`src/rtl/wb_copy_master.sv`:
```
// wb_copy_master
// Wishbone initiator that copies a block of bytes from a source address range
// to a destination address range over one shared bus. Each access is a single
// one-cycle strobe, followed by a wait for the responder's acknowledge.
//
// Optional feature macro: WB_COPY_FILL_EN
//   When defined, fill_i / fill_dat_i are added. A start with fill_i=1 skips
//   every read and writes fill_dat_i to each destination byte.
//
// Handshake: stb_o is high for exactly one cycle per access and is low for at
// least one cycle between accesses. The responder answers with ack_i in a
// later cycle. ack_i is only honoured in RD_WAIT / WR_WAIT. If a wait state
// sees no ack_i for TIMEOUT cycles, the copy aborts with err_o set. An ack_i
// in the cycle the limit is reached still counts as a normal acknowledge.
module wb_copy_master #(
  parameter int WB_DATA_WIDTH = 8,
  parameter int WB_ADDR_WIDTH = 9,
  parameter int LEN_WIDTH     = 10,
  parameter int TIMEOUT       = 15
) (
  input  logic                     clk_i,
  input  logic                     rst_ni,
  input  logic                     start_i,
  input  logic [WB_ADDR_WIDTH-1:0] src_i,
  input  logic [WB_ADDR_WIDTH-1:0] dst_i,
  input  logic [LEN_WIDTH-1:0]     len_i,
`ifdef WB_COPY_FILL_EN
  input  logic                     fill_i,
  input  logic [WB_DATA_WIDTH-1:0] fill_dat_i,
`endif
  output logic                     busy_o,
  output logic                     done_o,
  output logic                     err_o,
  output logic                     stb_o,
  output logic                     we_o,
  output logic [WB_ADDR_WIDTH-1:0] adr_o,
  output logic [WB_DATA_WIDTH-1:0] dat_o,
  input  logic                     ack_i,
  input  logic [WB_DATA_WIDTH-1:0] dat_i,
  output logic [2:0]               dbg_state_o
);

  // FSM encoding
  localparam logic [2:0] S_IDLE    = 3'd0;
  localparam logic [2:0] S_RD_REQ  = 3'd1;
  localparam logic [2:0] S_RD_WAIT = 3'd2;
  localparam logic [2:0] S_WR_REQ  = 3'd3;
  localparam logic [2:0] S_WR_WAIT = 3'd4;

  // The wait counter only has to reach TIMEOUT-1: the abort happens on the
  // TIMEOUT-th cycle without an acknowledge.
  localparam int TMO_W = (TIMEOUT > 1) ? $clog2(TIMEOUT) : 1;
  localparam logic [TMO_W-1:0] TMO_LAST = TMO_W'(TIMEOUT - 1);
  localparam logic [LEN_WIDTH-1:0] LEN_ONE = LEN_WIDTH'(1);

  logic [2:0]               state_q, state_d;
  logic [WB_ADDR_WIDTH-1:0] src_q, src_d;
  logic [WB_ADDR_WIDTH-1:0] dst_q, dst_d;
  logic [LEN_WIDTH-1:0]     rem_q, rem_d;
  logic [TMO_W-1:0]         tmo_q, tmo_d;
  logic                     busy_q, busy_d;
  logic                     done_q, done_d;
  logic                     err_q, err_d;
  logic                     stb_q, stb_d;
  logic                     we_q, we_d;
  logic [WB_ADDR_WIDTH-1:0] adr_q, adr_d;
  // dat_q doubles as the holding register between the read and the write.
  logic [WB_DATA_WIDTH-1:0] dat_q, dat_d;

  // Fill-mode control. Tied off when the feature is not built in.
  logic                     fill_mode;
  logic                     fill_req;
  logic [WB_DATA_WIDTH-1:0] fill_dat;

`ifdef WB_COPY_FILL_EN
  logic fill_q;

  // Remember whether the current transfer is a fill, sampled with start
  always_ff @(posedge clk_i or negedge rst_ni) begin
    if (!rst_ni) begin
      fill_q <= 1'b0;
    end else if (state_q == S_IDLE && start_i) begin
      fill_q <= fill_i;
    end
  end

  assign fill_mode = fill_q;
  assign fill_req  = fill_i;
  assign fill_dat  = fill_dat_i;
`else
  assign fill_mode = 1'b0;
  assign fill_req  = 1'b0;
  assign fill_dat  = '0;
`endif

  // Next-state and next-output logic for the copy sequencer
  always_comb begin
    state_d = state_q;
    src_d   = src_q;
    dst_d   = dst_q;
    rem_d   = rem_q;
    tmo_d   = tmo_q;
    busy_d  = busy_q;
    done_d  = 1'b0;
    err_d   = err_q;
    stb_d   = 1'b0;
    we_d    = 1'b0;
    adr_d   = adr_q;
    dat_d   = dat_q;

    case (state_q)
      S_IDLE: begin
        if (start_i) begin
          src_d = src_i;
          dst_d = dst_i;
          rem_d = len_i;
          err_d = 1'b0;
          if (len_i == '0) begin
            // Empty copy: report completion without touching the bus
            done_d = 1'b1;
          end else begin
            busy_d = 1'b1;
            stb_d  = 1'b1;
            if (fill_req) begin
              state_d = S_WR_REQ;
              we_d    = 1'b1;
              adr_d   = dst_i;
              dat_d   = fill_dat;
            end else begin
              state_d = S_RD_REQ;
              adr_d   = src_i;
            end
          end
        end
      end

      S_RD_REQ: begin
        state_d = S_RD_WAIT;
        tmo_d   = '0;
      end

      S_RD_WAIT: begin
        if (ack_i) begin
          dat_d   = dat_i;
          src_d   = src_q + 1'b1;
          state_d = S_WR_REQ;
          stb_d   = 1'b1;
          we_d    = 1'b1;
          adr_d   = dst_q;
        end else if (tmo_q == TMO_LAST) begin
          state_d = S_IDLE;
          err_d   = 1'b1;
          done_d  = 1'b1;
          busy_d  = 1'b0;
        end else begin
          tmo_d = tmo_q + 1'b1;
        end
      end

      S_WR_REQ: begin
        state_d = S_WR_WAIT;
        tmo_d   = '0;
      end

      S_WR_WAIT: begin
        if (ack_i) begin
          dst_d = dst_q + 1'b1;
          rem_d = rem_q - 1'b1;
          if (rem_q == LEN_ONE) begin
            state_d = S_IDLE;
            done_d  = 1'b1;
            busy_d  = 1'b0;
          end else if (fill_mode) begin
            // Fill: dat_q still holds the fill byte
            state_d = S_WR_REQ;
            stb_d   = 1'b1;
            we_d    = 1'b1;
            adr_d   = dst_q + 1'b1;
          end else begin
            state_d = S_RD_REQ;
            stb_d   = 1'b1;
            adr_d   = src_q;
          end
        end else if (tmo_q == TMO_LAST) begin
          state_d = S_IDLE;
          err_d   = 1'b1;
          done_d  = 1'b1;
          busy_d  = 1'b0;
        end else begin
          tmo_d = tmo_q + 1'b1;
        end
      end

      default: begin
        state_d = S_IDLE;
        busy_d  = 1'b0;
      end
    endcase
  end

  // State and registered outputs; reset drops the strobe immediately
  always_ff @(posedge clk_i or negedge rst_ni) begin
    if (!rst_ni) begin
      state_q <= S_IDLE;
      src_q   <= '0;
      dst_q   <= '0;
      rem_q   <= '0;
      tmo_q   <= '0;
      busy_q  <= 1'b0;
      done_q  <= 1'b0;
      err_q   <= 1'b0;
      stb_q   <= 1'b0;
      we_q    <= 1'b0;
      adr_q   <= '0;
      dat_q   <= '0;
    end else begin
      state_q <= state_d;
      src_q   <= src_d;
      dst_q   <= dst_d;
      rem_q   <= rem_d;
      tmo_q   <= tmo_d;
      busy_q  <= busy_d;
      done_q  <= done_d;
      err_q   <= err_d;
      stb_q   <= stb_d;
      we_q    <= we_d;
      adr_q   <= adr_d;
      dat_q   <= dat_d;
    end
  end

  assign busy_o      = busy_q;
  assign done_o      = done_q;
  assign err_o       = err_q;
  assign stb_o       = stb_q;
  assign we_o        = we_q;
  assign adr_o       = adr_q;
  assign dat_o       = dat_q;
  assign dbg_state_o = state_q;

endmodule

```
`config.mk`:
```
export PLATFORM = sky130hd
export DESIGN_NAME = wb_copy_master
export DESIGN_NICKNAME = d
export VERILOG_FILES = /design/src/rtl/wb_copy_master.sv
export SDC_FILE = /design/constraint.sdc
export NUM_CORES = 1
export LEC_CHECK = 0
export CORE_ASPECT_RATIO = 1.5
export CORE_UTILIZATION = 52
export CTS_BUF_LIST = sky130_fd_sc_hd__clkbuf_16
export CTS_CLUSTER_SIZE = 16
export DETAILED_ROUTE_END_ITERATION = 10
export HOLD_SLACK_MARGIN = 0.03
export PLACE_DENSITY_LB_ADDON = 0.2
export SETUP_SLACK_MARGIN = 0.1
export SKIP_CTS_REPAIR_TIMING = 1
export SYNTH_ARGS = -nofsm -noshare
export SYNTH_HDL_FRONTEND = slang
export SYNTH_SLANG_ARGS = --single-unit
```
`constraint.sdc`:
```
create_clock -name clk_i -period 2.69 [get_ports clk_i]
set_clock_uncertainty 0.2 [all_clocks]
set_input_delay 0.4035 -clock clk_i [delete_from_list [all_inputs] [get_ports clk_i]]
set_output_delay 0.4035 -clock clk_i [all_outputs]
set_load 0.03 [all_outputs]
```
==> results.md <==
- Final non-filler cell total: 479
- Fin crit share: 89.5%
- Syn Area/Cell: 9.45 µm²
- Slowest stage cell, crit path: clkdlybuf4s50_1
- Main synth FF type: dfrtp_1
- Dpl hpwl: 5.39 mm
- Largest net degree at the start of global routing: 23
- Hold slack: 0.278 ns
- Vias in the first global route: 2822
- Final hold vios: 0
- Fmax: 416 MHz
- Setup ws final: 0.283 ns
- Antenna violations before repair: 0
- Worst-path maximum fanout: 16
- Status: completed
- Post-synth top area cell: dfrtp_1
- Antenna Violating Nets Remaining: 0
- Delay-heaviest family, CP: buffers and inverters
- Pleak: 1.81 nW
- Root buf cell: clkbuf_16
- Total Routing Usage GR: 25.2%
- Min-Delay Path Class: reg -> reg
- Syn-to-layout area delta: 31.2%
- Drt drc: 0
- Cell Rows: 34
- DRT Pass-1 Iters: 5
- Fin crit period: 2.41 ns
- Ys Warns: 0
- Post-synth top cells: dfrtp_1 (57), a21oi_1 (34), o21ai_0 (29)
- Ys async rst share: 100%
- Main combinational cell family by area after synthesis: compound AO/OA/AOI/OAI gates
- RSZ-0062 raised after global routing: false
- Sequential share of the synthesized area: 44.8%
- Yosys reg bits: 57
- Critical path capture point: dbg_state_o[0]
- Skew-Pair Late Insertion Delay: 0.33 ns
- Slack of the worst reg-to-reg path: 0.45 ns
- CP Data Required Time: 2.09 ns
- CTS tree: yes
- I/O pin count: 65
- Clock Sink Count: 57
- Die H: 97.9 µm
- Synthesized area: 3190 µm²
- Reg2reg end: adr_o[4]$_DFFE_PN0P_
- Port Buffers: 64
- Total CTS buffers: 9
- FF+latch area: 1430 µm²
- Synth Area in Adders: 2.36%
- Post-synthesis compound-gate area fraction: 22.5%
- Routed vias/inst: 6.02
- # diodes: 0
- DR iter-0 viols: 188
- Critical Path Stages: 1
- CTS H-tree lvls: 3
- Least-Margin Pin Slew: 0.745 ns
- Final Slew Violations: 0
- Die Footprint: 6450 µm²
- Critical-path cell list: clkdlybuf4s50_1
- Pre-CTS WS: 0.255 ns
- Initial Utilization: 54.3%
- Max clock buf depth: 2
- Synth Net Count: 383
- Placed cell count: 463
- WL final: 7.58 mm
- Rel. slew slack: 50.3%
- Max VDD drop: 0.709 mV
- Hold Path Origin: dat_o[0]$_DFFE_PN0P_
- Total gr overflow: 0
- Cells after synthesis: 337
- Area of the multi-input gates: 1570 µm²
- Chip width: 65.9 µm
- DR vias: 2883
- Max cap viols: 0
- Simple-Gate Fraction of Synth Area: 17.2%
- CTS clk-pin slew, worst paths: 0.05 ns
- Core Area: 5870 µm²
- # fillers: 437
- DR WL/cell: 15.8 µm
- First-pass GRT wire length: 12.5 mm
- R2R depth: 5
- Pwr Total: 0.00513 W
- Final number of setup-violating endpoints: 0
- Synth top area share: 44.8%
- PD cells: 1230 nW/µm²
- Worst setup path start: dbg_state_o[0]$_DFFE_PN0P_
- Share of post-route cells with drive strength above 1: 8.85%
- Crit path largest cell delay: 0.78 ns
- Startpoint types: flip-flop
- Worst R2R Start: dbg_state_o[2]$_DFFE_PN0P_
- CP Class: reg -> out
- Post-synth EDFFs: 0
- GPL Wtd Cong: 0.848
- Synth unique cells: 55
- XOR/XNOR share of the synthesized area: 0.550%
- Nets: 449
- Most area-consuming cells after synthesis: dfrtp_1 (45%), a21oi_1 (5.3%), o21ai_0 (4.6%)
- Arrival time at the worst endpoint: 1.80 ns
- Mux contribution to synthesized area: 6.60%
- Cell with the most instances after synthesis: dfrtp_1
- Critical path buffers and inverters: 1
- CP Capture Type: output pin
- Setup TNS: 0 ns
==> metrics by stage <==
step                utilization [%]  instance area (µm²)
floorplan                         -                 3190
global placement               66.3                 3890
detailed placement             66.3                 3890
CTS                            71.0                 4170
global route                   71.2                 4180
finish                         71.2                 4180
==> state kept, by name, indices dropped and copies added (netlist names), 3 cells and up <==
name / flops
rem_q: 10
src_q: 9
dat_o: 8
adr_o: 9
dst_q: 9
dbg_state_o: 3
tmo_q: 4
==> area by class of cell <==
| cell class | count | share of cell area [%] |
|---|---|---|
| clock inverter | 6 | 1.23 |
| inverter | 19 | 1.71 |
| clock buffer | 9 | 5.39 |
| multi-input combinational | 239 | 37.5 |
| timing repair buffer | 77 | 17.9 |
| sequential | 57 | 34.1 |
| tap | 72 | 2.16 |
==> logic make-up (layout without fill, tap and decap cells) <==
kind of cell / count (synthesis) / after routing
AOI/OAI and AO/OA: 114 / 114
xor gates and xnor gates: 2 / 2
adders and majority gates: 6 / 6
buffers and inverters: 41 / 111
DFF: 57 / 57
muxes: 20 / 20
and+or+nand+nor: 97 / 97
==> cell usage in the layout (no fill, tap or decap), drive strengths merged, types with 2 or more instances in the layout <==
master and n:
clkinv 4, o211ai 3, nor4b 3, o22a 2
o21ai 29, buf 13, xor2 2, dfrtp 57
nor3 4, nand3b 2, o22ai 5, and2 2
and3 3, mux2i 12, and4 2, a31oi 9
mux2 8, nand4 4, nand2b 3, a22oi 4
nand3 15, nor4 4, a22o 9, a2bb2oi 5
ha 6, clkbuf 9, nor3b 4, inv 20
o2bb2ai 3, clkdlybuf4s50 63, a21o 2, nand2 20
a21oi 35, or3b 2, nor2 23
==> worst min-delay path by stage <==
stage / endpoint / slack, ns / depth (start not counted)
detailed placement: dat_o[7]$_DFFE_PN0P_ / 0.19 / 1
global route: dat_o[0]$_DFFE_PN0P_ / 0.30 / 1
floorplan: adr_o[0]$_DFFE_PN0P_ / -0.09 / 0
CTS: dbg_state_o[1]$_DFFE_PN0P_ / -0.15 / 1
finish: dat_o[0]$_DFFE_PN0P_ / 0.28 / 1
global placement: dat_o[5]$_DFFE_PN0P_ / 0.19 / 1
==> report_power, final <==
| part | leakage, nW | switching, W | internal, W | total [W] |
|---|---|---|---|---|
| clock network | 0.141 | 0.000367 | 0.000695 | 0.00106 |
| registers | 0.684 | 0.000433 | 0.00126 | 0.00169 |
| logic | 0.984 | 0.00131 | 0.00106 | 0.00238 |
| total | 1.81 | 0.00211 | 0.00301 | 0.00513 |
==> per-layer routing <==
layer  wire, µm  vias up  GRT usage, %
met5          0        -             0
met4        128        0          11.4
met2       3880      110          42.5
met1       3160     1386          30.1
li1           -     1377             -
met3        408       10          5.02
(Power assumes the default switching activity.)
